$ cat src/rtl/mem_pkg.sv
// Shared definitions for the data memory responder.
// Holds the FSM state and op encodings plus default geometry/latency values.
package mem_pkg;

  typedef enum logic [1:0] {
    MEM_IDLE = 2'd0,
    MEM_WAIT = 2'd1,
    MEM_DONE = 2'd2
  } mem_state_e;

  typedef enum logic [1:0] {
    OP_RD  = 2'd0,
    OP_WR  = 2'd1,
    OP_BAD = 2'd2
  } mem_op_e;

  localparam int unsigned MEM_DATA_W    = 8;
  localparam int unsigned MEM_ADDR_W    = 8;
  localparam int unsigned MEM_DEPTH     = 256;
  localparam int unsigned MEM_READ_LAT  = 2;
  localparam int unsigned MEM_WRITE_LAT = 1;

endpackage

$ cat src/rtl/data_mem_responder_if.sv
// Request/response bus between the control FSM (master) and the data
// memory responder (slave).
//   MemRead/MemWrite : level request strobes
//   Addr/WriteData   : sampled at acceptance
//   ReadData         : last completed read result
//   MemBusy          : transaction in flight
//   MemReady         : one-cycle completion pulse
//   MemError         : one-cycle failure flag, coincident with MemReady
interface data_mem_responder_if
  import mem_pkg::*;
#(
  parameter int unsigned DATA_W = MEM_DATA_W,
  parameter int unsigned ADDR_W = MEM_ADDR_W
) ();

  logic              MemRead;
  logic              MemWrite;
  logic [ADDR_W-1:0] Addr;
  logic [DATA_W-1:0] WriteData;
  logic [DATA_W-1:0] ReadData;
  logic              MemBusy;
  logic              MemReady;
  logic              MemError;

  modport master (
    output MemRead, MemWrite, Addr, WriteData,
    input  ReadData, MemBusy, MemReady, MemError
  );

  modport slave (
    input  MemRead, MemWrite, Addr, WriteData,
    output ReadData, MemBusy, MemReady, MemError
  );

endinterface

$ cat src/rtl/mem_array.sv
// Single-port synchronous RAM, DEPTH x DATA_W, with registered read data.
//   clk     : rising-edge clock
//   rst     : synchronous active-high reset (read register only)
//   i_we    : write enable
//   i_re    : read enable; o_rdata holds its value when low
//   i_addr  : word address
//   i_wdata : write data
//   o_rdata : registered read data
module mem_array #(
  parameter int unsigned DATA_W = 8,
  parameter int unsigned DEPTH  = 256,
  parameter int unsigned AW     = 8
) (
  input  logic              clk,
  input  logic              rst,
  input  logic              i_we,
  input  logic              i_re,
  input  logic [AW-1:0]     i_addr,
  input  logic [DATA_W-1:0] i_wdata,
  output logic [DATA_W-1:0] o_rdata
);

  logic [DATA_W-1:0] r_mem [DEPTH];
  logic [DATA_W-1:0] r_rdata;

  // Array contents are deliberately not reset.
  always_ff @(posedge clk) begin
    if (i_we) r_mem[i_addr] <= i_wdata;
  end

  always_ff @(posedge clk) begin
    if (rst)       r_rdata <= '0;
    else if (i_re) r_rdata <= r_mem[i_addr];
  end

  assign o_rdata = r_rdata;

endmodule

$ cat src/rtl/data_mem_responder.sv
// Memory-side responder: accepts a MemRead/MemWrite request, waits a
// programmable latency, performs one access on the internal array and
// signals completion with a one-cycle MemReady (plus MemError on failure).
//   clk : rising-edge clock
//   rst : synchronous active-high reset
//   bus : slave side of data_mem_responder_if
module data_mem_responder
  import mem_pkg::*;
#(
  parameter int unsigned DATA_W    = MEM_DATA_W,
  parameter int unsigned ADDR_W    = MEM_ADDR_W,
  parameter int unsigned DEPTH     = MEM_DEPTH,
  parameter int unsigned READ_LAT  = MEM_READ_LAT,
  parameter int unsigned WRITE_LAT = MEM_WRITE_LAT
) (
  input  logic                 clk,
  input  logic                 rst,
  data_mem_responder_if.slave  bus
);

  localparam int unsigned MAX_LAT = (READ_LAT > WRITE_LAT) ? READ_LAT : WRITE_LAT;
  localparam int unsigned CNT_W   = $clog2(MAX_LAT) + 1;
  localparam int unsigned RAM_AW  = (DEPTH > 1) ? $clog2(DEPTH) : 1;

  mem_state_e        r_state, w_next;
  mem_op_e           r_op;
  logic [CNT_W-1:0]  r_cnt;
  logic [ADDR_W-1:0] r_addr;
  logic [DATA_W-1:0] r_wdata;
  logic              r_busy, r_ready, r_err;

  logic              w_req, w_commit, w_in_range, w_we, w_re;
  logic [DATA_W-1:0] w_rdata;

  assign w_req      = bus.MemRead | bus.MemWrite;
  assign w_commit   = (r_state == MEM_WAIT) && (r_cnt == '0);
  assign w_in_range = (32'(r_addr) < DEPTH);
  // Gating with rst discards an access whose commit edge coincides with reset.
  assign w_we = w_commit && (r_op == OP_WR) && w_in_range && !rst;
  assign w_re = w_commit && (r_op == OP_RD) && w_in_range && !rst;

  always_comb begin
    w_next = r_state;
    unique case (r_state)
      MEM_IDLE: if (w_req) w_next = MEM_WAIT;
      MEM_WAIT: if (r_cnt == '0) w_next = MEM_DONE;
      MEM_DONE: w_next = MEM_IDLE;
      default:  w_next = MEM_IDLE;
    endcase
  end

  always_ff @(posedge clk) begin
    if (rst) r_state <= MEM_IDLE;
    else     r_state <= w_next;
  end

  always_ff @(posedge clk) begin
    if (rst) begin
      r_cnt   <= '0;
      r_op    <= OP_RD;
      r_addr  <= '0;
      r_wdata <= '0;
      r_busy  <= 1'b0;
      r_ready <= 1'b0;
      r_err   <= 1'b0;
    end else begin
      // Status flags are registered copies of the next state.
      r_busy  <= (w_next == MEM_WAIT);
      r_ready <= (w_next == MEM_DONE);
      r_err   <= w_commit && ((r_op == OP_BAD) || !w_in_range);
      if ((r_state == MEM_IDLE) && w_req) begin
        r_addr  <= bus.Addr;
        r_wdata <= bus.WriteData;
        if (bus.MemRead && bus.MemWrite) begin
          r_op  <= OP_BAD;
          r_cnt <= CNT_W'(READ_LAT - 1);
        end else if (bus.MemRead) begin
          r_op  <= OP_RD;
          r_cnt <= CNT_W'(READ_LAT - 1);
        end else begin
          r_op  <= OP_WR;
          r_cnt <= CNT_W'(WRITE_LAT - 1);
        end
      end else if ((r_state == MEM_WAIT) && (r_cnt != '0)) begin
        r_cnt <= r_cnt - 1'b1;
      end
    end
  end

  mem_array #(
    .DATA_W (DATA_W),
    .DEPTH  (DEPTH),
    .AW     (RAM_AW)
  ) u_mem_array (
    .clk     (clk),
    .rst     (rst),
    .i_we    (w_we),
    .i_re    (w_re),
    .i_addr  (r_addr[RAM_AW-1:0]),
    .i_wdata (r_wdata),
    .o_rdata (w_rdata)
  );

  assign bus.ReadData = w_rdata;
  assign bus.MemBusy  = r_busy;
  assign bus.MemReady = r_ready;
  assign bus.MemError = r_err;

endmodule

$ cat src/flat_wrapper.sv
// flat-port wrapper written by rule: the top's interface ports become plain ports
module data_mem_responder_flat import mem_pkg::*;
#(
  parameter int unsigned DATA_W    = MEM_DATA_W,
  parameter int unsigned ADDR_W    = MEM_ADDR_W,
  parameter int unsigned DEPTH     = MEM_DEPTH,
  parameter int unsigned READ_LAT  = MEM_READ_LAT,
  parameter int unsigned WRITE_LAT = MEM_WRITE_LAT
)
  (clk, rst, bus_MemRead, bus_MemWrite, bus_Addr, bus_WriteData, bus_ReadData, bus_MemBusy, bus_MemReady, bus_MemError);
  data_mem_responder_if #(.DATA_W(DATA_W), .ADDR_W(ADDR_W)) bus_i ();
  input  logic clk;
  input  logic rst;
  input wire logic [$bits(bus_i.MemRead)-1:0] bus_MemRead;
  input wire logic [$bits(bus_i.MemWrite)-1:0] bus_MemWrite;
  input wire logic [$bits(bus_i.Addr)-1:0] bus_Addr;
  input wire logic [$bits(bus_i.WriteData)-1:0] bus_WriteData;
  output wire logic [$bits(bus_i.ReadData)-1:0] bus_ReadData;
  output wire logic [$bits(bus_i.MemBusy)-1:0] bus_MemBusy;
  output wire logic [$bits(bus_i.MemReady)-1:0] bus_MemReady;
  output wire logic [$bits(bus_i.MemError)-1:0] bus_MemError;
  assign bus_i.MemRead = bus_MemRead;
  assign bus_i.MemWrite = bus_MemWrite;
  assign bus_i.Addr = bus_Addr;
  assign bus_i.WriteData = bus_WriteData;
  assign bus_ReadData = bus_i.ReadData;
  assign bus_MemBusy = bus_i.MemBusy;
  assign bus_MemReady = bus_i.MemReady;
  assign bus_MemError = bus_i.MemError;
  data_mem_responder #(.DATA_W(DATA_W), .ADDR_W(ADDR_W), .DEPTH(DEPTH), .READ_LAT(READ_LAT), .WRITE_LAT(WRITE_LAT)) u_core (.clk(clk), .rst(rst), .bus(bus_i));
endmodule
$ cat config.mk
export PLATFORM = sky130hd
export DESIGN_NAME = data_mem_responder_flat
export DESIGN_NICKNAME = d
export VERILOG_FILES = /design/src/rtl/mem_pkg.sv /design/src/rtl/data_mem_responder_if.sv /design/src/rtl/mem_array.sv /design/src/rtl/data_mem_responder.sv /design/src/flat_wrapper.sv
export SDC_FILE = /design/constraint.sdc
export NUM_CORES = 2
export LEC_CHECK = 0
export CAP_MARGIN = 10
export CORE_MARGIN = 4
export CORE_UTILIZATION = 28
export CTS_BUF_LIST = sky130_fd_sc_hd__clkbuf_8
export CTS_CLUSTER_SIZE = 40
export DETAILED_ROUTE_END_ITERATION = 8
export HOLD_SLACK_MARGIN = 0.05
export PLACE_DENSITY = 0.43
export SKIP_CTS_REPAIR_TIMING = 1
export SLEW_MARGIN = 10
export SYNTH_ARGS = -nofsm -noshare
export SYNTH_HDL_FRONTEND = slang
export SYNTH_SLANG_ARGS = --single-unit
$ cat constraint.sdc
create_clock -name clk -period 6.91 [get_ports clk]
set_input_delay 1.382 -clock clk [delete_from_list [all_inputs] [get_ports clk]]
set_output_delay 1.382 -clock clk [all_outputs]
set_load 0.01 [all_outputs]
== Yosys cells after proc, flatten, opt, wreduce, memory -nomap -nowiden ==
Memory sizes are Yosys's and may differ from the RTL's. A register that Yosys moved wholly into a read port is not among the register bits.
Index checks and enable logic that the tools add are counted.
Cells by class
  add/subtract/negate cells: 1
  eq/ne operators: 5
  muxes and demuxes: 11
  bitwise gates (word level): 1
  reduce and logical (&&, ||, !) cells: 15
Operators with widths (number)
  2-to-1 mux 2 bit: 6
  logical AND 1 bit: 9
  equality test 2 x 1 -> 1 bit, second input constant: 3
  logical NOT 2 bit: 3
  equality test 2 bit, second input constant: 2
  2-to-1 mux 1 bit: 4
  one-hot mux 2 bit (2 select lines): 1
  nonzero test 2 bit: 2
  subtractor 2 x 1 -> 2 bit, second input constant: 1
  logical NOT 1 bit: 1
  bitwise OR 1 bit: 1
Storage, ports and cells
  register bits: 25
  bits in writable memories: 2048
  bits of input ports: 20
  output and inout bits: 11
  logic and storage cells: 42
  memories: 1
Memory list
  u_core.u_mem_array.r_mem: words 256, width 8, rd ports 1, clocked after Yosys merged registers in 1, write ports 1, line mem_array.sv:23  | logic [DATA_W-1:0] r_mem [DEPTH];

== Longest topological paths before layout ==
  depth after elaboration: 6
  gate-level depth with buffers: 13
  depth with buffers taken out: 9

== By module ==
A second synthesis with hierarchy kept.
Second synthesis, totals
  cells, all modules: 3927
  area, all modules: 81166.6 um^2
Modules (own cells, without submodules)
  mem_array: times used 1, cells an instance 3813, area each 80143.1 um^2, seq. area each 61659.1 um^2
  data_mem_responder: times used 1, cells an instance 114, area each 1023.5 um^2, seq. area each 500.5 um^2

== Worst setup path after synthesis ==
No wires, ideal clock.
  kind: register to register
  from: register u_core.r_wdata[0]
  to: memory u_core.u_mem_array.r_mem[0][0], data pin
  setup time: 0.856 ns
  arrival time: 3.397 ns
  required time: 6.054 ns
  slack: 2.657 ns
  cell stages (with the launch flop): 1
  path buffers: 0
  period minus slack after synthesis: 4.253 ns
  path through: dfxtp_1
RTL lines
  start: declaration: line data_mem_responder.sv:29  | logic [DATA_W-1:0] r_wdata;
  start signal: assignment: line data_mem_responder.sv:73  | r_wdata <= bus.WriteData;
  end: declaration: line mem_array.sv:23
No word-level cell before the write port.

==> reports/metrics.csv <==
metric,value,unit
fin_area,92000,um2
async_reset_ff_share,0,%
clk_latency,0.98,ns
syn_nets,3863,
cellPowerDensity,292,nW/um2
io_buffers,30,
drv_cap,0,
nets,4137,
grt_usage,16.9,%
p_leak,27.9,nW
synth_area_leaders,"edfxtp_1, mux4_2, mux2i_1",
fp.dieW,545,um
synth_area,80600,um2
ant_nets,0,
area_delta_synth_final,14.1,%
vias,40600,
hold_viol_final,0,
placed_area,85500,um2
end_kind,flop,
synth-edff-count,2048,
grt_pass1_wl,352000,um
vdd_drop_max,0.140,mV
cts_made_buffers,350,
critPathKind,reg2reg,
detail_route.iter0.violations,4259,
gp_congestion,0.789,
synth_top_area_share,76.3,%
synth-main-ff-cell,edfxtp_1,
grt_pass1_vias,42300,
hold_ws,0.516,ns
cts.clk_slew.worst_paths,0.07,ns
num_rows,196,
antenna_found_initial,10,
setup_viol,0,
synthCells,3842,
gr-total-overflow,0,
worst_slew_pin_slew,1.25,ns
slew_violations,0,
power,26.9,mW
layout_min_cycle_time,4.61,ns
slew-limit-headroom,16.5,%
cts_sinks,2081,
rsz0062_at_grt,no,
grt_max_degree,126,
synth_warnings,0,
drc,0,
dr.pass1.iters,6,
finalClockSkew,0.0744,ns
io_pins,31,
routed_wl,255000,um
min_path_type,reg2reg,
synth_area_leader_cell,edfxtp_1,
die_y,545,um
initial_core_util,28.2,%
synth_seq_cells,2081,
yosysSeqAreaShare,77.1,%
ys_types,70,
cts_buffer_depth,4,
wl_per_cell,31.3,um
dieArea,297000,um2
syn_avg_cell_area,21.0,um2
core_area,286000,um2
cp-start-kind,flop,
required,7.71,ns
fin_crit_sh,66.8,%
htree_levels,5,
dp.cells,7526,
drive_gt1_share,24.6,%
critPathMaxFanout,29,
dpl.hpwl,154000,um
cts_tree,done,
status,"complete, no violations",
stdcell_count,8146,
timing.fmax,217,MHz
cts_root_buf,clkbuf_8,
setup_tns,0,ns
worstPathArrival,5.42,ns
vias_per_cell,4.99,
per-layer routing:
metal	routed length [um]	GRT usage [%]	part of all wire, %
met5	0	0	0
met4	6430	4.79	2.5
met2	120000	26.9	47
met1	113000	23.7	44
met3	15400	3.16	6.0
kinds of logic (layout without fill, tap and decap cells):
family,after synthesis,after routing,synth area share (%)
DFF,2081,2081,77.1
muxes,635,635,15.2
and+or+nand+nor,552,552,2.93
AOI/OAI and AO/OA,331,331,2.88
buffers and inverters,241,777,1.83
adders and majority gates,1,1,0.0155
xor gates and xnor gates,1,1,0.0109
other,0,6,0
synthesized netlist by cell type (7+ instances only):
| master | instances |
|---|---|
| edfxtp_1 | 2048 |
| mux4_2 | 474 |
| nor2_1 | 311 |
| mux2i_1 | 155 |
| nand2_1 | 128 |
| clkbuf_1 | 82 |
| o22ai_1 | 77 |
| buf_2 | 59 |
| a21oi_1 | 57 |
| a22oi_1 | 46 |
| buf_4 | 44 |
| dfxtp_1 | 33 |
| buf_6 | 30 |
| nand3_1 | 26 |
| o221ai_1 | 23 |
| o21ai_0 | 20 |
| a32oi_1 | 19 |
| a32o_1 | 12 |
| nor2b_1 | 12 |
| nor4_1 | 12 |
| nor3_1 | 11 |
| a211oi_1 | 10 |
| o211ai_1 | 10 |
| nand2b_1 | 9 |
| a31oi_1 | 8 |
| o22a_1 | 8 |
| inv_1 | 7 |
final cells by class:
| cell class | count | area, um2 |
|---|---|---|
| Inverter | 11 | 47.5 |
| Timing Repair Buffer | 152 | 1470 |
| Multi-Input combinational cell | 1520 | 17100 |
| Tap cell | 3762 | 4710 |
| Antenna cell | 6 | 15.0 |
| Clock inverter | 257 | 1540 |
| Sequential cell | 2081 | 62200 |
| Fill cell | 27400 | 194000 |
| Clock buffer | 357 | 4910 |
flip-flops by register name, indices dropped and copies added (netlist names):
name                        cells
u_core.bus.MemBusy              1
u_core.bus.MemError             1
u_core.bus.MemReady             1
u_core.r_addr                   8
u_core.r_cnt                    2
u_core.r_op                     2
u_core.r_state                  2
u_core.r_wdata                  8
u_core.u_mem_array.o_rdata      8
u_core.u_mem_array.r_mem     2048
power breakdown:
group	switching (mW)	internal [mW]
Combinational	1.49	0.717
Clock	5.08	5.41
Sequential	0.152	14.0
worst max-delay path: stages, from the launching register on:
cell	delay (ns)
dfxtp_4	0.57
buf_4	0.63
nand3b_1	0.93
o221ai_1	0.33
o21ai_0	0.78
o221ai_1	0.38
a221oi_1	0.61
a311oi_1	0.17
layout by cell type, fill, tap and decap left out, types with 46 or more instances in the layout:
cell / count
buf_4: 101
o22ai_1: 77
nor2_1: 309
clkbuf_8: 357
mux2i_1: 155
inv_1: 102
edfxtp_1: 2048
a21oi_1: 57
nand2_1: 112
clkinv_1: 91
mux4_2: 474
a22oi_1: 46
path summary, 6_finish.rpt:
kind                                      start                                          to  slack [ns]  cells after the start
setup reg to reg  u_core.r_addr[2]$_SDFFE_PP0P_  u_core.u_mem_array.o_rdata[6]$_SDFFE_PP0P_        2.30                      7
hold reg to reg    u_core.r_cnt[1]$_SDFFE_PP0P_                u_core.r_cnt[1]$_SDFFE_PP0P_        0.52                      2
setup / recovery  u_core.r_addr[2]$_SDFFE_PP0P_  u_core.u_mem_array.o_rdata[6]$_SDFFE_PP0P_        2.30                      7
hold / removal     u_core.r_cnt[1]$_SDFFE_PP0P_                u_core.r_cnt[1]$_SDFFE_PP0P_        0.52                      2
per-stage QoR:
stage	utilization (%)	setup WS (ns)
final	32.2	2.30
after global routing	32.2	2.44
after CTS	32.2	2.47
after detailed placement	29.9	1.88
after global placement	29.9	1.79
after floorplan	-	2.66
(Power assumes the default switching activity.)
